`config.mk`:
```
export PLATFORM = sky130hd
export DESIGN_NAME = cpu_sequencer_flat
export DESIGN_NICKNAME = d
export VERILOG_FILES = /design/src/rtl/cpu_sequencer_if.sv /design/src/rtl/cpu_sequencer.sv /design/src/flat_wrapper.sv
export SDC_FILE = /design/constraint.sdc
export NUM_CORES = 1
export LEC_CHECK = 0
export CELL_PAD_IN_SITES_DETAIL_PLACEMENT = 0
export CELL_PAD_IN_SITES_GLOBAL_PLACEMENT = 1
export CORE_AREA = 2 2 61 63
export DETAILED_ROUTE_END_ITERATION = 16
export DIE_AREA = 0 0 63 65
export DONT_BUFFER_PORTS = 1
export GPL_TIMING_DRIVEN = 0
export PLACE_DENSITY_LB_ADDON = 0.1
export SLEW_MARGIN = 20
export SYNTH_ARGS = -nofsm -noshare
export SYNTH_HDL_FRONTEND = slang
export SYNTH_SLANG_ARGS = --single-unit
```
`constraint.sdc`:
```
create_clock -name clk -period 2.9 [get_ports clk]
set_input_delay 0.29 -clock clk [delete_from_list [all_inputs] [get_ports clk]]
set_output_delay 0.29 -clock clk [all_outputs]
set_load 0.02 [all_outputs]
```
`src/rtl/cpu_sequencer_if.sv`:
```
// Control bus between the multicycle sequencer and the datapath/IR/RAM.
// go is a level release: while the sequencer sits in WAIT, a high go sampled
// on a rising edge starts the next fetch; go is ignored in every other state.
interface cpu_sequencer_if #(
  parameter int ADDR_W = 8
);
  logic [2:0]        opcode;
  logic [1:0]        op;
  logic [15:0]       C;
  logic              go;
  logic [ADDR_W-1:0] mem_addr;
  logic              mem_rd;
  logic              mem_wr;
  logic              loadir;
  logic [2:0]        nsel;
  logic [1:0]        vsel;
  logic              loada;
  logic              loadb;
  logic              loadc;
  logic              loads;
  logic              asel;
  logic              bsel;
  logic              write;
  logic [ADDR_W-1:0] pc;
  logic              retire;
  logic              halted;
  logic [4:0]        state;

  modport master (
    input  opcode, op, C, go,
    output mem_addr, mem_rd, mem_wr, loadir, nsel, vsel,
           loada, loadb, loadc, loads, asel, bsel, write,
           pc, retire, halted, state
  );

  modport slave (
    output opcode, op, C, go,
    input  mem_addr, mem_rd, mem_wr, loadir, nsel, vsel,
           loada, loadb, loadc, loads, asel, bsel, write,
           pc, retire, halted, state
  );
endinterface

```
`src/rtl/cpu_sequencer.sv`:
```
// Moore control sequencer for the 16-bit RISC CPU: owns PC and the data-address
// register, and drives all datapath, IR and RAM strobes from the current state.
module cpu_sequencer #(
  parameter int                ADDR_W      = 8,
  parameter logic [ADDR_W-1:0] RESET_PC    = '0,
  parameter bit                SINGLE_STEP = 1'b0
) (
  input  logic             clk,
  input  logic             reset,
  cpu_sequencer_if.master  bus
);

  typedef enum logic [4:0] {
    S_RST, S_IF1, S_IF2, S_UPD_PC, S_DEC, S_WR_IMM, S_GET_A, S_GET_B, S_ALU,
    S_WR_REG, S_ADDR, S_LD_DA, S_MEM_RD, S_WR_MEM, S_GET_B_D, S_STR_WR,
    S_WAIT, S_HALT
  } state_t;

  // Instruction class is latched in DEC so later outputs depend on registers only.
  typedef enum logic [2:0] {
    K_MOVI, K_MOVR, K_ALU, K_CMP, K_LDR, K_STR, K_NONE
  } kind_t;

  state_t            state, state_n, done_n;
  kind_t             kind, dec_kind;
  logic [ADDR_W-1:0] pc_q, da_q;
  logic              msel;
  logic              unused_c;

  assign unused_c     = ^bus.C;
  assign bus.pc       = pc_q;
  assign bus.mem_addr = msel ? da_q : pc_q;
  assign bus.state    = state;
  assign done_n       = SINGLE_STEP ? S_WAIT : S_IF1;

  always_comb begin
    dec_kind = K_NONE;
    case (bus.opcode)
      3'b110: begin
        if (bus.op == 2'b10)      dec_kind = K_MOVI;
        else if (bus.op == 2'b00) dec_kind = K_MOVR;
      end
      3'b101: dec_kind = (bus.op == 2'b01) ? K_CMP : K_ALU;
      3'b011: if (bus.op == 2'b00) dec_kind = K_LDR;
      3'b100: if (bus.op == 2'b00) dec_kind = K_STR;
      default: dec_kind = K_NONE;
    endcase
  end

  always_ff @(posedge clk or posedge reset) begin
    if (reset) begin
      state <= S_RST;
      kind  <= K_NONE;
      pc_q  <= RESET_PC;
      da_q  <= '0;
    end else begin
      state <= state_n;
      case (state)
        S_RST: begin
          pc_q <= RESET_PC;
          da_q <= '0;
        end
        S_UPD_PC: pc_q <= pc_q + {{(ADDR_W-1){1'b0}}, 1'b1};
        S_DEC:    kind <= dec_kind;
        S_LD_DA:  da_q <= bus.C[ADDR_W-1:0];
        default:  ;
      endcase
    end
  end

  always_comb begin
    state_n    = state;
    msel       = 1'b0;
    bus.mem_rd = 1'b0;
    bus.mem_wr = 1'b0;
    bus.loadir = 1'b0;
    bus.nsel   = 3'b000;
    bus.vsel   = 2'b00;
    bus.loada  = 1'b0;
    bus.loadb  = 1'b0;
    bus.loadc  = 1'b0;
    bus.loads  = 1'b0;
    bus.asel   = 1'b0;
    bus.bsel   = 1'b0;
    bus.write  = 1'b0;
    bus.retire = 1'b0;
    bus.halted = 1'b0;
    case (state)
      S_RST: state_n = S_IF1;
      S_IF1: begin
        bus.mem_rd = 1'b1;
        state_n    = S_IF2;
      end
      S_IF2: begin
        bus.mem_rd = 1'b1;
        bus.loadir = 1'b1;
        state_n    = S_UPD_PC;
      end
      S_UPD_PC: state_n = S_DEC;
      S_DEC: begin
        case (dec_kind)
          K_MOVI:                     state_n = S_WR_IMM;
          K_MOVR:                     state_n = S_GET_B;
          K_ALU, K_CMP, K_LDR, K_STR: state_n = S_GET_A;
          default:                    state_n = S_HALT;
        endcase
      end
      S_WR_IMM: begin
        bus.nsel   = 3'b001;
        bus.vsel   = 2'b10;
        bus.write  = 1'b1;
        bus.retire = 1'b1;
        state_n    = done_n;
      end
      S_GET_A: begin
        bus.nsel  = 3'b001;
        bus.loada = 1'b1;
        state_n   = (kind == K_ALU || kind == K_CMP) ? S_GET_B : S_ADDR;
      end
      S_GET_B: begin
        bus.nsel  = 3'b100;
        bus.loadb = 1'b1;
        state_n   = S_ALU;
      end
      S_ALU: begin
        if (kind == K_CMP) begin
          bus.loads  = 1'b1;
          bus.retire = 1'b1;
          state_n    = done_n;
        end else begin
          bus.loadc = 1'b1;
          bus.asel  = (kind == K_MOVR);
          state_n   = S_WR_REG;
        end
      end
      S_WR_REG: begin
        bus.nsel   = 3'b010;
        bus.write  = 1'b1;
        bus.retire = 1'b1;
        state_n    = done_n;
      end
      S_ADDR: begin
        bus.bsel  = 1'b1;
        bus.loadc = 1'b1;
        state_n   = S_LD_DA;
      end
      S_LD_DA: state_n = (kind == K_LDR) ? S_MEM_RD : S_GET_B_D;
      S_MEM_RD: begin
        msel       = 1'b1;
        bus.mem_rd = 1'b1;
        state_n    = S_WR_MEM;
      end
      S_WR_MEM: begin
        msel       = 1'b1;
        bus.nsel   = 3'b010;
        bus.vsel   = 2'b11;
        bus.write  = 1'b1;
        bus.retire = 1'b1;
        state_n    = done_n;
      end
      S_GET_B_D: begin
        bus.nsel  = 3'b010;
        bus.loadb = 1'b1;
        state_n   = S_STR_WR;
      end
      S_STR_WR: begin
        msel       = 1'b1;
        bus.mem_wr = 1'b1;
        bus.retire = 1'b1;
        state_n    = done_n;
      end
      S_WAIT: if (bus.go) state_n = S_IF1;
      S_HALT: bus.halted = 1'b1;
      default: state_n = S_RST;
    endcase
  end

endmodule

```
`src/flat_wrapper.sv`:
```
// flat-port wrapper written by rule: the top's interface ports become plain ports
module cpu_sequencer_flat 
#(
  parameter int                ADDR_W      = 8,
  parameter logic [ADDR_W-1:0] RESET_PC    = '0,
  parameter bit                SINGLE_STEP = 1'b0
)
  (clk, reset, bus_opcode, bus_op, bus_C, bus_go, bus_mem_addr, bus_mem_rd, bus_mem_wr, bus_loadir, bus_nsel, bus_vsel, bus_loada, bus_loadb, bus_loadc, bus_loads, bus_asel, bus_bsel, bus_write, bus_pc, bus_retire, bus_halted, bus_state);
  cpu_sequencer_if #(.ADDR_W(ADDR_W)) bus_i ();
  input  logic clk;
  input  logic reset;
  input wire logic [$bits(bus_i.opcode)-1:0] bus_opcode;
  input wire logic [$bits(bus_i.op)-1:0] bus_op;
  input wire logic [$bits(bus_i.C)-1:0] bus_C;
  input wire logic [$bits(bus_i.go)-1:0] bus_go;
  output wire logic [$bits(bus_i.mem_addr)-1:0] bus_mem_addr;
  output wire logic [$bits(bus_i.mem_rd)-1:0] bus_mem_rd;
  output wire logic [$bits(bus_i.mem_wr)-1:0] bus_mem_wr;
  output wire logic [$bits(bus_i.loadir)-1:0] bus_loadir;
  output wire logic [$bits(bus_i.nsel)-1:0] bus_nsel;
  output wire logic [$bits(bus_i.vsel)-1:0] bus_vsel;
  output wire logic [$bits(bus_i.loada)-1:0] bus_loada;
  output wire logic [$bits(bus_i.loadb)-1:0] bus_loadb;
  output wire logic [$bits(bus_i.loadc)-1:0] bus_loadc;
  output wire logic [$bits(bus_i.loads)-1:0] bus_loads;
  output wire logic [$bits(bus_i.asel)-1:0] bus_asel;
  output wire logic [$bits(bus_i.bsel)-1:0] bus_bsel;
  output wire logic [$bits(bus_i.write)-1:0] bus_write;
  output wire logic [$bits(bus_i.pc)-1:0] bus_pc;
  output wire logic [$bits(bus_i.retire)-1:0] bus_retire;
  output wire logic [$bits(bus_i.halted)-1:0] bus_halted;
  output wire logic [$bits(bus_i.state)-1:0] bus_state;
  assign bus_i.opcode = bus_opcode;
  assign bus_i.op = bus_op;
  assign bus_i.C = bus_C;
  assign bus_i.go = bus_go;
  assign bus_mem_addr = bus_i.mem_addr;
  assign bus_mem_rd = bus_i.mem_rd;
  assign bus_mem_wr = bus_i.mem_wr;
  assign bus_loadir = bus_i.loadir;
  assign bus_nsel = bus_i.nsel;
  assign bus_vsel = bus_i.vsel;
  assign bus_loada = bus_i.loada;
  assign bus_loadb = bus_i.loadb;
  assign bus_loadc = bus_i.loadc;
  assign bus_loads = bus_i.loads;
  assign bus_asel = bus_i.asel;
  assign bus_bsel = bus_i.bsel;
  assign bus_write = bus_i.write;
  assign bus_pc = bus_i.pc;
  assign bus_retire = bus_i.retire;
  assign bus_halted = bus_i.halted;
  assign bus_state = bus_i.state;
  cpu_sequencer #(.ADDR_W(ADDR_W), .RESET_PC(RESET_PC), .SINGLE_STEP(SINGLE_STEP)) u_core (.clk(clk), .reset(reset), .bus(bus_i));
endmodule
```
; Yosys cells after proc, flatten, opt, wreduce, memory -nomap -nowiden
; Cells that the tools add are included.
[word_totals]
reg_bits = 24
out_inout_bits = 38
elab_cells = 88
[op_classes]
addsub = 1
n_eq_ne = 33
mux = 33
bitwise = 1
reduce_logical = 16
[op_table]
columns = cell, count
row1 = 5-bit case mux with 14 select lines, 1
row2 = 5-bit by 4-bit == test with 1-bit output (second input constant), 8
row3 = 8-bit case mux with 2 select lines, 2
row4 = 5-bit by 3-bit == test with 1-bit output (second input constant), 4
row5 = 3-bit == test (second input constant), 6
row6 = 3-bit by 2-bit == test with 1-bit output (second input constant), 5
row7 = 1-bit two-way mux, 15
row8 = 5-bit case mux with 3 select lines, 1
row9 = 3-bit case mux with 4 select lines, 1
row10 = 3-bit OR reduction, 4
row11 = 5-bit by 2-bit == test with 1-bit output (second input constant), 2
row12 = 5-bit == test (second input constant), 2
row13 = 3-bit case mux with 3 select lines, 1
row14 = 8-bit by 1-bit adder with 8-bit output (second input constant), 1
row15 = 4-bit two-way mux, 2
row16 = 8-bit two-way mux, 1
row17 = 4-bit OR reduction, 2
row18 = 3-bit by 1-bit == test with 1-bit output (second input constant), 2
row19 = 2-bit two-way mux, 3
row20 = 3-bit two-way mux, 2
row21 = 5-bit by 1-bit == test with 1-bit output (second input constant), 1
row22 = 5-bit zero test, 1
row23 = 5-bit two-way mux, 1
row24 = 5-bit OR reduction, 1
row25 = other kinds (12), 15

; Longest topological paths before layout
[depth]
ltp_word = 8
ltp_mapped = 5

; Least setup slack after synthesis
; OpenSTA, ideal clock, no wires.
[synth_timing]
kind = reg-to-output
startpoint = register u_core.state[0], in the netlist u_core.bus.state[0]
endpoint = output bus_asel
arrival_ns = 1.763
setup_slack_ns = 0.847
path_stages_with_launch = 4
path_buffers = 0
path_cell_list = dfrtp_1 nand2b_1 or3_1 nor4_1
[synth_via]
elab_chain_cells = 2
[synth_rtl]
columns = item, line
row1 = start: declaration, cpu_sequencer.sv:24  ; state_t state, state_n, done_n;
row2 = start signal: assignment, cpu_sequencer.sv:57  ; state <= state_n;
row3 = 5-bit by 4-bit == test with 1-bit output, cpu_sequencer.sv:88  ; case (state)
row4 = 1-bit two-way mux, cpu_sequencer.sv:88
row5 = end: declaration, flat_wrapper.sv:26  ; output wire logic [$bits(bus_i.asel)-1:0] bus_asel;
; Every way passes these cells.

; Final worst setup path
; Same ends and word-level chain as after synthesis.

==> impl_metrics.tcl <==
set metrics [dict create \
    total_power_w 0.001772 \
    grt_pass1_wl_um 7051 \
    cp_slowest_cell "nor4_1" \
    worstPathRequired_ps 2610 \
    synthCells 186 \
    dp.cells 234 \
    worstReg2RegStart "u_core.bus.state[0]" \
    wire_per_inst_um 18.28 \
    routed_wl_um 4351 \
    final-setup-viol-count 0 \
    dp_hpwl_um 3258 \
    ff2ff_path_depth 4 \
    drtIter0Drc 74 \
    cp-startpoint "u_core.bus.state[0]" \
    postCtsSetupRepairBufs 0 \
    slowest_delay_ps 790 \
    slew_violations 0 \
    path_clk_slew_ps 140 \
    dieWidth_um 63 \
    synth-seq-area-share 0.3688 \
    rows 22 \
    area_growth_pct 6.886 \
    tns_ps 0 \
    cts_hold_buf 0 \
    synth_cell_type_count 48 \
    synthTopCellsByCount "dfrtp_1 (22), nor2_1 (20), nand2_1 (16), nor3_1 (11), o21ai_0 (11)" \
    overflow 0 \
    coreArea_sq_mm 0.003496 \
    syn_avg_cell_area_sq_um 8.792 \
    synth_top_cell_by_area "dfrtp_1" \
    finalCritPeriodShare 0.9091 \
    async_reset_ff_frac 1.000 \
    critPathKind "reg -> out" \
    synth_edf_count 0 \
    cts_tree "done" \
    ys.flop_type "dfrtp_1" \
    h-tree-depth 1 \
    outcome "finished clean" \
    syn_area_sq_mm 0.001635 \
    drive_above_1_share 0.1421 \
    hold_violations 0 \
    via_per_inst 6.147 \
    cts_buffers 3 \
    p_leak_nw 0.7938 \
    rsz0062_at_grt "no" \
    layout.cells.non_filler 238 \
    synth_top_area_share 0.3366 \
    root_buffer "clkbuf_4" \
    clkSinkCount 24 \
    yosys-top-cells-area "dfrtp_1 (34%), mux2_2 (6.2%), a22o_1 (4.8%)" \
    synth_nets 211 \
    final_nets 216 \
    crit_chain "nand2b_1 > or3_1 > nor4_1" \
    antenna_cells 0 \
    io_buffer_count 0 \
    drc 0 \
    worstPathMaxFanout 9 \
    vdd_drop_max_mv 0.3443 \
    start_kind "flip-flop" \
    ios 62 \
    cap_violations 0 \
    dr.pass1.iters 4 \
    ys_ff_latch 24 \
    postRouteAntennaNets 0 \
    clk_latency_ps 320 \
    grt_pass1_vias 1417 \
    power_density_mw_per_mm2 1014 \
    cts_resized 0 \
    multi_input_area_sq_um 959.7 \
    crit_end "bus_asel" \
    crit_arrival_ps 2350 \
    end_kind "output port" \
    grt_max_degree 25 \
    grt_usage 0.2171 \
    yosys_warnings 0 \
    tightest_slew_ps 923.8 \
    r2r_setup_slack_ps 1070 \
    finalCriticalPeriod_ps 2636 \
    min_path_type "in -> async" \
    fmax_mhz 379.3 \
    skew_ps 5.898 \
    antenna_found_initial 0 \
    clockBufferDepth 2 \
    rr_endpoint "u_core.bus.state[3]" \
    route.vias.total 1463 \
    dieHeight_um 65 \
    initial_core_util 0.4678 \
    relSlewSlack 0.3784 \
    yosysMostFrequentCell "dfrtp_1" \
    die_area_sq_mm 0.004095 \
    seqCellArea_sq_um 603.1 \
    globalplace.congestion 0.8199 \
    n_fill_cell 340 \
]
cells in the final DEF (no fill, tap or decap), types with 3 or more instances in the layout:
cell | netlist | layout
nand2b_1 | 9 | 9
nand2_1 | 16 | 16
a31oi_1 | 3 | 3
a21oi_1 | 6 | 6
dfrtp_1 | 22 | 22
nand3_1 | 6 | 6
nor2_1 | 20 | 20
a22o_1 | 9 | 9
mux2_2 | 9 | 9
buf_2 | 4 | 4
mux2i_1 | 4 | 4
or3_1 | 3 | 3
nor3_1 | 11 | 11
clkbuf_4 | 0 | 3
o21ai_0 | 11 | 11
nor2b_1 | 5 | 5
inv_1 | 5 | 5
sequential cells by signal, indices dropped and copies added, names as in the netlist:
| register | flops |
|---|---|
| u_core.da_q | 8 |
| u_core.bus.state | 5 |
| u_core.bus.pc | 8 |
| u_core.kind | 3 |
routing by layer:
layer / GRT usage / up-vias / part of all wire
met5: 0 / - / 0
met4: 0.08056 / 0 / 0.021
met3: 0.03646 / 7 / 0.047
met2: 0.4082 / 45 / 0.53
met1: 0.2448 / 719 / 0.40
li1: - / 692 / -
final cells by class:
class                      count  share of cell area
sequential                    24              0.3450
tap                           48             0.03436
multi-input combinational    148              0.5490
clock buffer                   3             0.01288
buffer                         8             0.02863
clock inverter                 1             0.01718
inverter                       6             0.01288
stage by stage:
stage / worst slack, ps / util / hold slack (ps) / instance area [sq um]
finish: 263.6 / 0.5000 / 42.04 / 1748
global route: 196.4 / 0.5000 / 89.66 / 1748
CTS: 232.4 / 0.5000 / 64.67 / 1748
detailed placement: 618.3 / 0.4850 / 436.0 / 1695
global placement: 630.8 / 0.4850 / 422.9 / 1695
floorplan: 847.1 / - / 303.1 / 1635
kinds of logic (layout without fill, tap and decap cells):
family | Yosys count | count (layout) | synth area share
compound gates | 47 | 47 | 0.2012
mux | 13 | 13 | 0.08646
fa+ha+maj | 2 | 2 | 0.01377
flops | 24 | 24 | 0.3688
buf+inv | 14 | 18 | 0.04437
simple gates | 86 | 86 | 0.2854
report_power, final:
part           leakage [nW]  total [W]  internal (W)  switching [W]
Combinational         0.446   0.000914      0.000315       0.000599
Sequential            0.320   0.000608      0.000437       0.000170
Clock                0.0279   0.000250      0.000140       0.000110
how the worst min path moves through the flow:
stage / from / endpoint / slack, ps / cells after the start
3_3_place_gp: reset / u_core.kind[0] / 420 / 1
2_1_floorplan: reset / u_core.bus.pc[0] / 300 / 1
5_1_grt: bus_C[1] / u_core.da_q[1] / 90 / 1
3_5_place_dp: reset / u_core.da_q[5] / 440 / 1
4_1_cts: reset / u_core.bus.state[1] / 60 / 1
6_report: reset / u_core.bus.state[1] / 40 / 1
worst max-delay path: cells and delay by family, from the launching register on:
kind | cells | cell delay, ps
flops | 1 | 560
simple gates | 3 | 1460
No activity file was read; power rests on OpenSTA's default activity.
